$ cat config.mk
export PLATFORM = sky130hd
export DESIGN_NAME = stack_op_sequencer
export DESIGN_NICKNAME = d
export VERILOG_FILES = /design/src/rtl/stack_pkg.sv /design/src/rtl/stack_alu.sv /design/src/rtl/stack_op_sequencer.sv
export SDC_FILE = /design/constraint.sdc
export NUM_CORES = 1
export LEC_CHECK = 0
export CAP_MARGIN = 15
export CELL_PAD_IN_SITES_DETAIL_PLACEMENT = 1
export CELL_PAD_IN_SITES_GLOBAL_PLACEMENT = 1
export CORE_MARGIN = 2
export CORE_UTILIZATION = 25
export CTS_BUF_LIST = sky130_fd_sc_hd__clkbuf_8
export DETAILED_ROUTE_END_ITERATION = 16
export GPL_ROUTABILITY_DRIVEN = 0
export HOLD_SLACK_MARGIN = 0.1
export PLACE_DENSITY_LB_ADDON = 0.2
export SYNTH_ARGS = -nofsm -noshare
export SYNTH_HDL_FRONTEND = slang
export SYNTH_SLANG_ARGS = --single-unit
$ cat constraint.sdc
create_clock -name CLK -period 3.4 [get_ports CLK]
set_clock_uncertainty 0.1 [all_clocks]
set_input_delay 0.34 -clock CLK [delete_from_list [all_inputs] [get_ports CLK]]
set_output_delay 0.34 -clock CLK [all_outputs]
set_load 0.005 [all_outputs]
$ cat src/rtl/stack_pkg.sv
// Shared encodings and per-command tables for the stack operation sequencer:
// register-stack operations, command opcodes, operand needs and step decode.
package stack_pkg;

   localparam int STACK_SIZE_DEF = 32;

   typedef enum logic [2:0] {
      SOP_NONE   = 3'd0,
      SOP_PUSH   = 3'd1,
      SOP_POPREP = 3'd2,
      SOP_POP    = 3'd3,
      SOP_POP2   = 3'd4,
      SOP_SWAP   = 3'd5
   } stack_op_e;

   typedef enum logic [3:0] {
      OP_NOP   = 4'd0,
      OP_PUSHI = 4'd1,
      OP_DUP   = 4'd2,
      OP_DROP  = 4'd3,
      OP_SWAP  = 4'd4,
      OP_ADD   = 4'd5,
      OP_SUB   = 4'd6,
      OP_OVER  = 4'd7,
      OP_DROP2 = 4'd8,
      OP_NIP   = 4'd9,
      OP_ADDI  = 4'd10,
      OP_DUP2  = 4'd11
   } cmd_op_e;

   // Source of the write word for a step; W_HOLD leaves w untouched.
   typedef enum logic [2:0] {W_HOLD, W_IMM, W_A, W_B, W_ALU} wsel_e;

   typedef struct packed {
      stack_op_e sop;
      wsel_e     wsel;
   } step_t;

   function automatic logic [1:0] min_operands(input logic [3:0] op);
      case (op)
         OP_DUP, OP_DROP, OP_ADDI:                         min_operands = 2'd1;
         OP_SWAP, OP_ADD, OP_SUB, OP_OVER, OP_DROP2,
         OP_NIP, OP_DUP2:                                  min_operands = 2'd2;
         default:                                          min_operands = 2'd0;
      endcase
   endfunction

   function automatic logic [1:0] push_count(input logic [3:0] op);
      case (op)
         OP_PUSHI, OP_DUP, OP_OVER: push_count = 2'd1;
         OP_DUP2:                   push_count = 2'd2;
         default:                   push_count = 2'd0;
      endcase
   endfunction

   function automatic logic is_two_step(input logic [3:0] op);
      return (op == OP_NIP) || (op == OP_ADDI) || (op == OP_DUP2);
   endfunction

   function automatic step_t first_step(input logic [3:0] op);
      case (op)
         OP_PUSHI: first_step = '{sop: SOP_PUSH,   wsel: W_IMM};
         OP_DUP:   first_step = '{sop: SOP_PUSH,   wsel: W_A};
         OP_DROP:  first_step = '{sop: SOP_POP,    wsel: W_HOLD};
         OP_SWAP:  first_step = '{sop: SOP_SWAP,   wsel: W_HOLD};
         OP_ADD:   first_step = '{sop: SOP_POPREP, wsel: W_ALU};
         OP_SUB:   first_step = '{sop: SOP_POPREP, wsel: W_ALU};
         OP_OVER:  first_step = '{sop: SOP_PUSH,   wsel: W_B};
         OP_DROP2: first_step = '{sop: SOP_POP2,   wsel: W_HOLD};
         OP_NIP:   first_step = '{sop: SOP_SWAP,   wsel: W_HOLD};
         OP_ADDI:  first_step = '{sop: SOP_PUSH,   wsel: W_IMM};
         OP_DUP2:  first_step = '{sop: SOP_PUSH,   wsel: W_B};
         default:  first_step = '{sop: SOP_NONE,   wsel: W_HOLD};
      endcase
   endfunction

   function automatic step_t second_step(input logic [3:0] op);
      case (op)
         OP_NIP:  second_step = '{sop: SOP_POP,    wsel: W_HOLD};
         OP_ADDI: second_step = '{sop: SOP_POPREP, wsel: W_ALU};
         OP_DUP2: second_step = '{sop: SOP_PUSH,   wsel: W_B};
         default: second_step = '{sop: SOP_NONE,   wsel: W_HOLD};
      endcase
   endfunction

endpackage

$ cat src/rtl/stack_alu.sv
// Combinational 16-bit adder/subtractor producing b+a or b-a; carry and
// borrow are discarded.
module stack_alu (
   input  logic        i_sub,
   input  logic [15:0] i_a,
   input  logic [15:0] i_b,
   output logic [15:0] o_y
);

   assign o_y = i_sub ? (i_b - i_a) : (i_b + i_a);

endmodule

$ cat src/rtl/stack_op_sequencer.sv
// Turns stack-machine commands into one or two register-stack operations,
// tracking live depth and rejecting commands that would under/overflow.
module stack_op_sequencer
   import stack_pkg::*;
#(
   parameter int STACK_SIZE = STACK_SIZE_DEF
) (
   input  logic        CLK,
   input  logic        RESET_N,
   input  logic        cmd_valid,
   output logic        cmd_ready,
   input  logic [3:0]  cmd_op,
   input  logic [15:0] cmd_imm,
   input  logic [15:0] stack_a,
   input  logic [15:0] stack_b,
   output logic [2:0]  stackOP,
   output logic [15:0] w,
   output logic [5:0]  depth,
   output logic        err
);

   typedef enum logic {ST_IDLE, ST_STEP2} state_e;

   state_e      r_state;
   logic [3:0]  r_op;
   logic        r_ready;
   stack_op_e   r_stack_op;
   logic [15:0] r_w;
   logic [5:0]  r_depth;
   logic        r_err;

   logic        w_accept;
   logic        w_legal;
   step_t       w_step;
   logic [15:0] w_alu_y;
   logic        w_alu_sub;
   logic [15:0] w_wdata;
   logic [5:0]  w_depth_next;

   stack_alu u_alu (
      .i_sub (w_alu_sub),
      .i_a   (stack_a),
      .i_b   (stack_b),
      .o_y   (w_alu_y)
   );

   // STEP2 only ever adds (ADDI), so subtraction is tied to an accepted SUB.
   assign w_alu_sub = (r_state == ST_IDLE) && (cmd_op == OP_SUB);
   assign w_accept  = cmd_valid && r_ready && (r_state == ST_IDLE);
   assign w_legal   = (r_depth >= 6'(min_operands(cmd_op))) &&
                      (({1'b0, r_depth} + 7'(push_count(cmd_op))) <= 7'(STACK_SIZE));

   // NOTE: every signal gets a default first so no path leaves one unassigned
   // and infers a latch.
   always_comb begin
      w_step       = '{sop: SOP_NONE, wsel: W_HOLD};
      w_wdata      = r_w;
      w_depth_next = r_depth;
      if (r_state == ST_STEP2)
         w_step = second_step(r_op);
      else if (w_accept && w_legal)
         w_step = first_step(cmd_op);

      case (w_step.wsel)
         W_IMM:   w_wdata = cmd_imm;
         W_A:     w_wdata = stack_a;
         W_B:     w_wdata = stack_b;
         W_ALU:   w_wdata = w_alu_y;
         default: w_wdata = r_w;
      endcase

      case (w_step.sop)
         SOP_PUSH:            w_depth_next = r_depth + 6'd1;
         SOP_POPREP, SOP_POP: w_depth_next = r_depth - 6'd1;
         SOP_POP2:            w_depth_next = r_depth - 6'd2;
         default:             w_depth_next = r_depth;
      endcase
   end

   // NOTE: all state is updated with non-blocking assignments so every
   // register samples pre-edge values regardless of statement order.
   always_ff @(posedge CLK or negedge RESET_N) begin
      if (!RESET_N) begin
         r_state    <= ST_IDLE;
         r_op       <= OP_NOP;
         r_ready    <= 1'b0;
         r_stack_op <= SOP_NONE;
         r_w        <= '0;
         r_depth    <= '0;
         r_err      <= 1'b0;
      end else begin
         r_stack_op <= w_step.sop;
         r_w        <= w_wdata;
         r_depth    <= w_depth_next;
         r_err      <= 1'b0;
         case (r_state)
            ST_IDLE: begin
               r_ready <= 1'b1;
               if (w_accept) begin
                  if (!w_legal) begin
                     r_err <= 1'b1;
                  end else if (is_two_step(cmd_op)) begin
                     r_state <= ST_STEP2;
                     r_op    <= cmd_op;
                     r_ready <= 1'b0;
                  end
               end
            end
            default: begin
               r_state <= ST_IDLE;
               r_ready <= 1'b1;
            end
         endcase
      end
   end

   assign cmd_ready = r_ready;
   assign stackOP   = r_stack_op;
   assign w         = r_w;
   assign depth     = r_depth;
   assign err       = r_err;

endmodule

==> flow_metrics.py, run 1 <==
metrics = {
    "yosys": {
        "synth.area.mux_share_pct": 2.308,
        "synth.largest_area_cell": "dfrtp_1",
        "yosysWarnings": 0,
        "yosys-top-cells-area": "dfrtp_1, ha_1, xnor2_1",
        "async_flop_share_pct": 100.0,
        "synth.cell_area_sq_um": 3470,
        "postSynthAreaPerCell_sq_um": 8.631,
        "synth_cell_types": 72,
        "synth_compound_area_share_pct": 29.43,
        "yosys.area_share.simple_pct": 19.83,
        "synthXorXnorAreaFrac_pct": 8.835,
        "synth-main-ff-cell": "dfrtp_1",
        "synth-edff-count": 0,
        "synth.top_cell.area_share_pct": 23.08,
        "syn_inst": 402,
        "synth-seq-area-share_pct": 23.08,
        "synth_top_family_by_area": "compound AO/OA/AOI/OAI gates",
        "synthesis.nets": 491,
        "synth_seq_cells": 32,
        "synth_fa_ha_area_share_pct": 12.91,
    },
    "timing": {
        "max_freq_mhz": 275.2,
        "fin_ws_ps": -234.4,
        "finalSetupTns_ps": -736.1,
        "min_period_over_period_pct": 106.9,
        "hold_viol_final": 0,
        "final-setup-viol-count": 5,
        "finalMaxSlewViolations": 0,
        "fin_crit_ps": 3634,
        "tightestPinTransition_ps": 879.8,
        "relSlewSlack_pct": 40.42,
        "rsz0062_at_grt": "yes",
    },
    "die": {
        "start_util_pct": 25.29,
        "std_cell_rows": 43,
        "dieArea_sq_um": 14840,
        "io_pins": 82,
        "die_h_microns": 121.8,
        "core_sq_um": 13720,
        "die_w_microns": 121.8,
    },
    "detailed_routing": {
        "final_antenna_net_count": 0,
        "drc": 0,
        "drtIter0Drc": 147,
        "routedWlPerCell_microns": 17.84,
        "viasPerCell": 5.052,
        "dr.pass1.iters": 5,
        "num_vias": 3920,
        "drt-total-wl_microns": 13840,
    },
    "cts": {
        "cts_tree": "done",
        "cts_hold_buf": 0,
        "cts_sinks": 32,
        "cts-htree-levels": 2,
        "clkLatencyLatePin_ps": 310,
        "clk_pin_slew_ps": 80,
        "cts_made_buffers": 5,
        "cts.path.max_buffers": 2,
        "cts_root_buf": "clkbuf_8",
    },
    "layout": {
        "drive_gt1_share_pct": 30.54,
        "area_growth_pct": 65.02,
        "nets": 684,
        "n_antenna_cell": 0,
        "fin_area_sq_um": 5725,
        "instances_no_fill": 776,
    },
    "global_route": {
        "gr-usage-all-layers_pct": 18.74,
        "grt_max_degree": 33,
        "first_global_vias": 4276,
        "grt_pass1_wl_microns": 21780,
        "antenna_found_initial": 0,
        "overflow": 0,
    },
    "worst_setup_path": {
        "r2r-start": "depth[0]",
        "cp.buffers_inverters": 3,
        "slowest_stage": "fa_2",
        "worstSetupStartpointType": "primary input",
        "worstPathArrival_ps": 3730,
        "crit_chain": "buf_8 > buf_6 > ha_4 > nor3_4 > a211oi_2 > ha_2 > fa_2 > nor2_4 > a2111oi_4 > buf_4 > nor3_4 > a31oi_4 > nor2_4 > ha_4 > a21o_1 > a21oi_2 > o21ai_2 > a21oi_2 > a32oi_1 > nand2_1 > xor2_1",
        "cp_top_family": "adder cells",
        "path_depth": 21,
        "critPathMaxFanout": 4,
        "end_kind": "flop",
        "worstRegToRegCells": 16,
        "r2r_slack_ps": 0,
        "rr_endpoint": "depth[5]",
        "worst-setup-path-type": "in -> reg",
        "required_ps": 3500,
        "max_stage_delay_ps": 560,
    },
    "placed_design": {
        "placed_area_sq_um": 5314,
        "hpwl_microns": 10990,
        "dp_slack_ps": -1153,
        "dp.cells": 755,
        "io_buffers": 81,
    },
    "power": {
        "leakagePower_nw": 2.462,
        "powerDensity_nw_per_um2": 520.4,
        "peakVddDrop_mv": 0.2128,
        "power_mw": 2.980,
    },
    "run_status": {
        "status": "complete, but fails checks",
        "violations": "negative setup slack",
    },
    "worst_hold_path": {
        "hold_path_class": "in -> async",
    },
    "flow_run": {
        "drv_cap": 0,
    },
}
[worst max-delay path by stage]
stage                     slack, ps      start        to
after floorplan                -350  cmd_op[0]  depth[5]
after global placement         -910  cmd_op[0]  depth[5]
after detailed placement      -1150  cmd_op[0]  depth[5]
after CTS                      -180  cmd_op[1]  depth[5]
after global routing           -340  cmd_op[0]  depth[5]
final                          -230  cmd_op[0]  depth[5]
[cell usage after synthesis (6+ instances only)]
library cell	count
nor2_1	35
dfrtp_1	32
ha_1	31
nand2_1	29
a21oi_1	23
inv_1	19
xnor2_1	19
xor2_1	16
o21ai_0	15
a31oi_1	13
a22oi_1	11
nor3_1	11
nand3_1	10
and2_1	8
mux2i_1	8
a21o_1	6
[final cells by class]
cell class	instances	area (sq um)
clock buffer	6	82.58
clock inverter	2	10.01
fill	1616	7994
inverter	20	81.33
multi-input combinational	340	2780
sequential	32	800.8
tap	180	225.2
timing repair buffer	196	1745
[cells by family (layout without fill, tap and decap cells)]
family          count (synthesis)  in the layout
xor+xnor                       35             35
mux                             8              8
compound gates                131            131
buf+inv                        30            224
simple gates                  132            132
fa+ha+maj                      34             34
flops                          32             32
[layer usage]
metal	track usage, %	wire length (microns)	vias to the layer above
li1	-	-	1894
met1	22.62	5894	1932
met2	34.39	7255	73
met3	2.622	426	21
met4	5.460	267	0
met5	0	0	-
[cell usage in the layout (no fill, tap or decap), types with 16 or more instances in the layout]
cell,n
buf_4,105
nor2_1,33
xor2_1,16
xnor2_1,18
nand2_1,25
clkdlybuf4s50_1,77
ha_1,23
inv_1,17
dfrtp_1,32
a21oi_1,18
[sequential cells by signal, summed over array words and instances, names as in the netlist]
name       cells
w             16
err            1
r_state        1
cmd_ready      1
stackOP        3
r_op           4
depth          6
[report_power, final]
part | internal (mW) | switching [mW] | leakage [nW]
Combinational | 1.05 | 0.927 | 2.04
Clock | 0.162 | 0.175 | 0.0510
Sequential | 0.535 | 0.129 | 0.372
[metrics by stage]
| stage | hold WS, ps | utilization, % |
|---|---|---|
| after detailed placement | 353.3 | 38.73 |
| after CTS | 371.8 | 40.33 |
| after floorplan | -55.59 | - |
| final | 367.5 | 41.73 |
| after global placement | 343.5 | 38.73 |
| after global routing | 392.4 | 41.73 |
[what timing repair did]
action                     in CTS  in global routing
setup endpoints to repair      28                 21
resized for setup              32                 29
pin swaps                      22                 29
buffers inserted                5                  9
[worst reg2reg max path, stage by stage (launching register included)]
cell	delay (ps)
dfrtp_1	400
ha_2	210
fa_2	560
nor2_4	50
a2111oi_4	270
buf_4	190
nor3_4	50
a31oi_4	230
nor2_4	100
ha_4	280
a21o_1	120
a21oi_2	70
o21ai_2	170
a21oi_2	50
a32oi_1	180
nand2_1	90
xor2_1	160
Power figures use the tool's default switching activity.
==> run 2: changes to the inputs <==
--- a/config.mk
+++ b/config.mk
@@ -6,7 +6,7 @@
 export NUM_CORES = 1
 export LEC_CHECK = 0
 export CAP_MARGIN = 15
-export CELL_PAD_IN_SITES_DETAIL_PLACEMENT = 1
+export CELL_PAD_IN_SITES_DETAIL_PLACEMENT = 0
 export CELL_PAD_IN_SITES_GLOBAL_PLACEMENT = 1
 export CORE_MARGIN = 2
 export CORE_UTILIZATION = 25
==> flow_metrics.py, run 2 (same netlist as run 1, synthesis figures left out) <==
metrics = {
    "run_status": {
        "status": "complete, but fails checks",
        "violations": "negative setup slack",
    },
    "timing": {
        "relSlewSlack_pct": 46.04,
        "tightestPinTransition_ps": 796.8,
        "finalMaxSlewViolations": 0,
        "worst_hold_slack_ps": 357.8,
        "max_freq_mhz": 284.1,
        "rsz0062_at_grt": "yes",
        "fin_ws_ps": -120.3,
        "fin_crit_ps": 3520,
        "final-setup-viol-count": 3,
        "min_period_over_period_pct": 103.5,
        "hold_viol_final": 0,
    },
    "layout": {
        "drive_gt1_share_pct": 32.67,
        "instances_no_fill": 783,
        "n_antenna_cell": 0,
        "nets": 691,
        "largest_reg_flops": 16,
        "final_common_cell": "buf_4",
        "area_growth_pct": 67.83,
        "fill_cells": 1376,
        "final_cell_mix": "buf_4, clkdlybuf4s50_1, nor2_1, dfrtp_1, nand2_1",
    },
    "die": {
        "dieArea_sq_um": 14840,
        "std_cell_rows": 43,
        "start_util_pct": 25.29,
        "io_pins": 82,
        "die_w_microns": 121.8,
        "core_sq_um": 13720,
        "die_h_microns": 121.8,
    },
    "cts": {
        "clkLatencyLatePin_ps": 300,
        "clk_pin_slew_ps": 80,
        "cts_hold_buf": 0,
        "cts_tree": "done",
        "cts_sinks": 32,
        "cts_root_buf": "clkbuf_8",
        "cts-htree-levels": 2,
        "cts.path.max_buffers": 2,
        "cts_made_buffers": 5,
    },
    "detailed_routing": {
        "routedWlPerCell_microns": 15.76,
        "num_vias": 3862,
        "final_antenna_net_count": 0,
        "drtIter0Drc": 218,
        "drc": 0,
        "dr.pass1.iters": 4,
        "viasPerCell": 4.932,
        "wl_met3_microns": 435,
        "drt-total-wl_microns": 12340,
        "top_layer": "met4",
        "routed-wl-met2_microns": 6115,
        "met1_length_microns": 5509,
    },
    "worst_setup_path": {
        "worstSetupStartpointType": "primary input",
        "worst-setup-path-type": "in -> reg",
        "end_kind": "flop",
        "required_ps": 3500,
        "critPathMaxFanout": 4,
        "setup.worst_path.start": "cmd_op[0]",
        "r2r-start": "depth[1]",
        "worstPathArrival_ps": 3620,
    },
    "placed_design": {
        "dp_slack_ps": -1064,
        "dp.cells": 755,
        "hpwl_microns": 9827,
        "io_buffers": 81,
    },
    "worst_hold_path": {
        "hold_path_class": "in -> async",
    },
    "power": {
        "powerDensity_nw_per_um2": 513.3,
        "leakagePower_nw": 2.520,
        "power_mw": 2.989,
        "peakVddDrop_mv": 0.2105,
    },
    "flow_run": {
        "drv_cap": 0,
    },
    "global_route": {
        "first_global_vias": 3957,
        "antenna_found_initial": 0,
        "grt_pass1_wl_microns": 19760,
        "grt_max_degree": 33,
        "overflow": 0,
        "gr-usage-all-layers_pct": 16.93,
    },
}
[run 2: cell count changes in the layout (fill, tap and decap cells not counted), sizes merged]
| cell | delta |
|---|---|
| clkinv | -1 |
| buf | +7 |
| inv | +1 |
| dlygate4sd2 | -1 |
| bufinv | +1 |
[run 2: through the flow]
| stage | TNS, ps | cell area (sq um) | utilization [%] |
|---|---|---|---|
| finish | -266.7 | 5823 | 42.44 |
| global route | -896.9 | 5823 | 42.44 |
| CTS | -498.7 | 5668 | 41.31 |
| detailed placement | -20310 | 5314 | 38.73 |
| global placement | -18970 | 5314 | 38.73 |
| floorplan | -1153 | 3526 | - |
[run 2: final cells by class]
| cell class | instances | area [sq um] | share of cell area [%] |
|---|---|---|---|
| well taps | 180 | 225.2 | 3.868 |
| flip-flops and latches | 32 | 800.8 | 13.75 |
| inverters | 20 | 78.83 | 1.354 |
| repair buffers | 203 | 1790 | 30.75 |
| clock inverters | 3 | 38.79 | 0.6661 |
| multi-input cells | 340 | 2820 | 48.43 |
| clock buffers | 5 | 68.82 | 1.182 |
[run 2: routing by layer]
metal  vias up  track usage (%)
met5         -                0
met4         0            5.388
met3        23            2.528
met2        87            29.50
met1      1831            21.44
li1       1921                -
[run 2: worst paths after layout]
path,slack [ps],to,cells past startpoint
setup / recovery,-120,depth[5],21
hold / removal,360,depth[0],2
setup reg to reg,50,depth[5],17
hold reg to reg,370,r_op[3],1
max in group asynchronous,2500,w[3],2
min in group CLK,360,r_op[1],4
[run 2: power by group]
part	leakage (nW)	switching [mW]	internal [mW]
Sequential	0.372	0.119	0.536
Clock	0.0593	0.173	0.215
Combinational	2.09	0.900	1.05
Total	2.52	1.19	1.80
[run 2: repair_timing]
| action | CTS | global route |
|---|---|---|
| gates resized for setup | 33 | 38 |
| setup endpoints to repair | 28 | 21 |
| buffers inserted | 19 | 5 |
| pin swaps | 21 | 32 |
| cloned | 0 | 0 |
[run 2: worst max-delay path: stages]
cell        delay [ps]
buf_8               90
clkinvlp_4         100
buf_6              120
buf_4              130
ha_2               170
inv_2               40
a21oi_2             40
ha_2               170
or4_4              520
a211oi_4           370
nor3_4              70
a31oi_4            220
nor2_4              90
ha_4               270
a21o_1             110
a21oi_2             60
o21ai_2            220
a21oi_2             50
a32oi_1            170
nand2_1             90
xor2_1             140
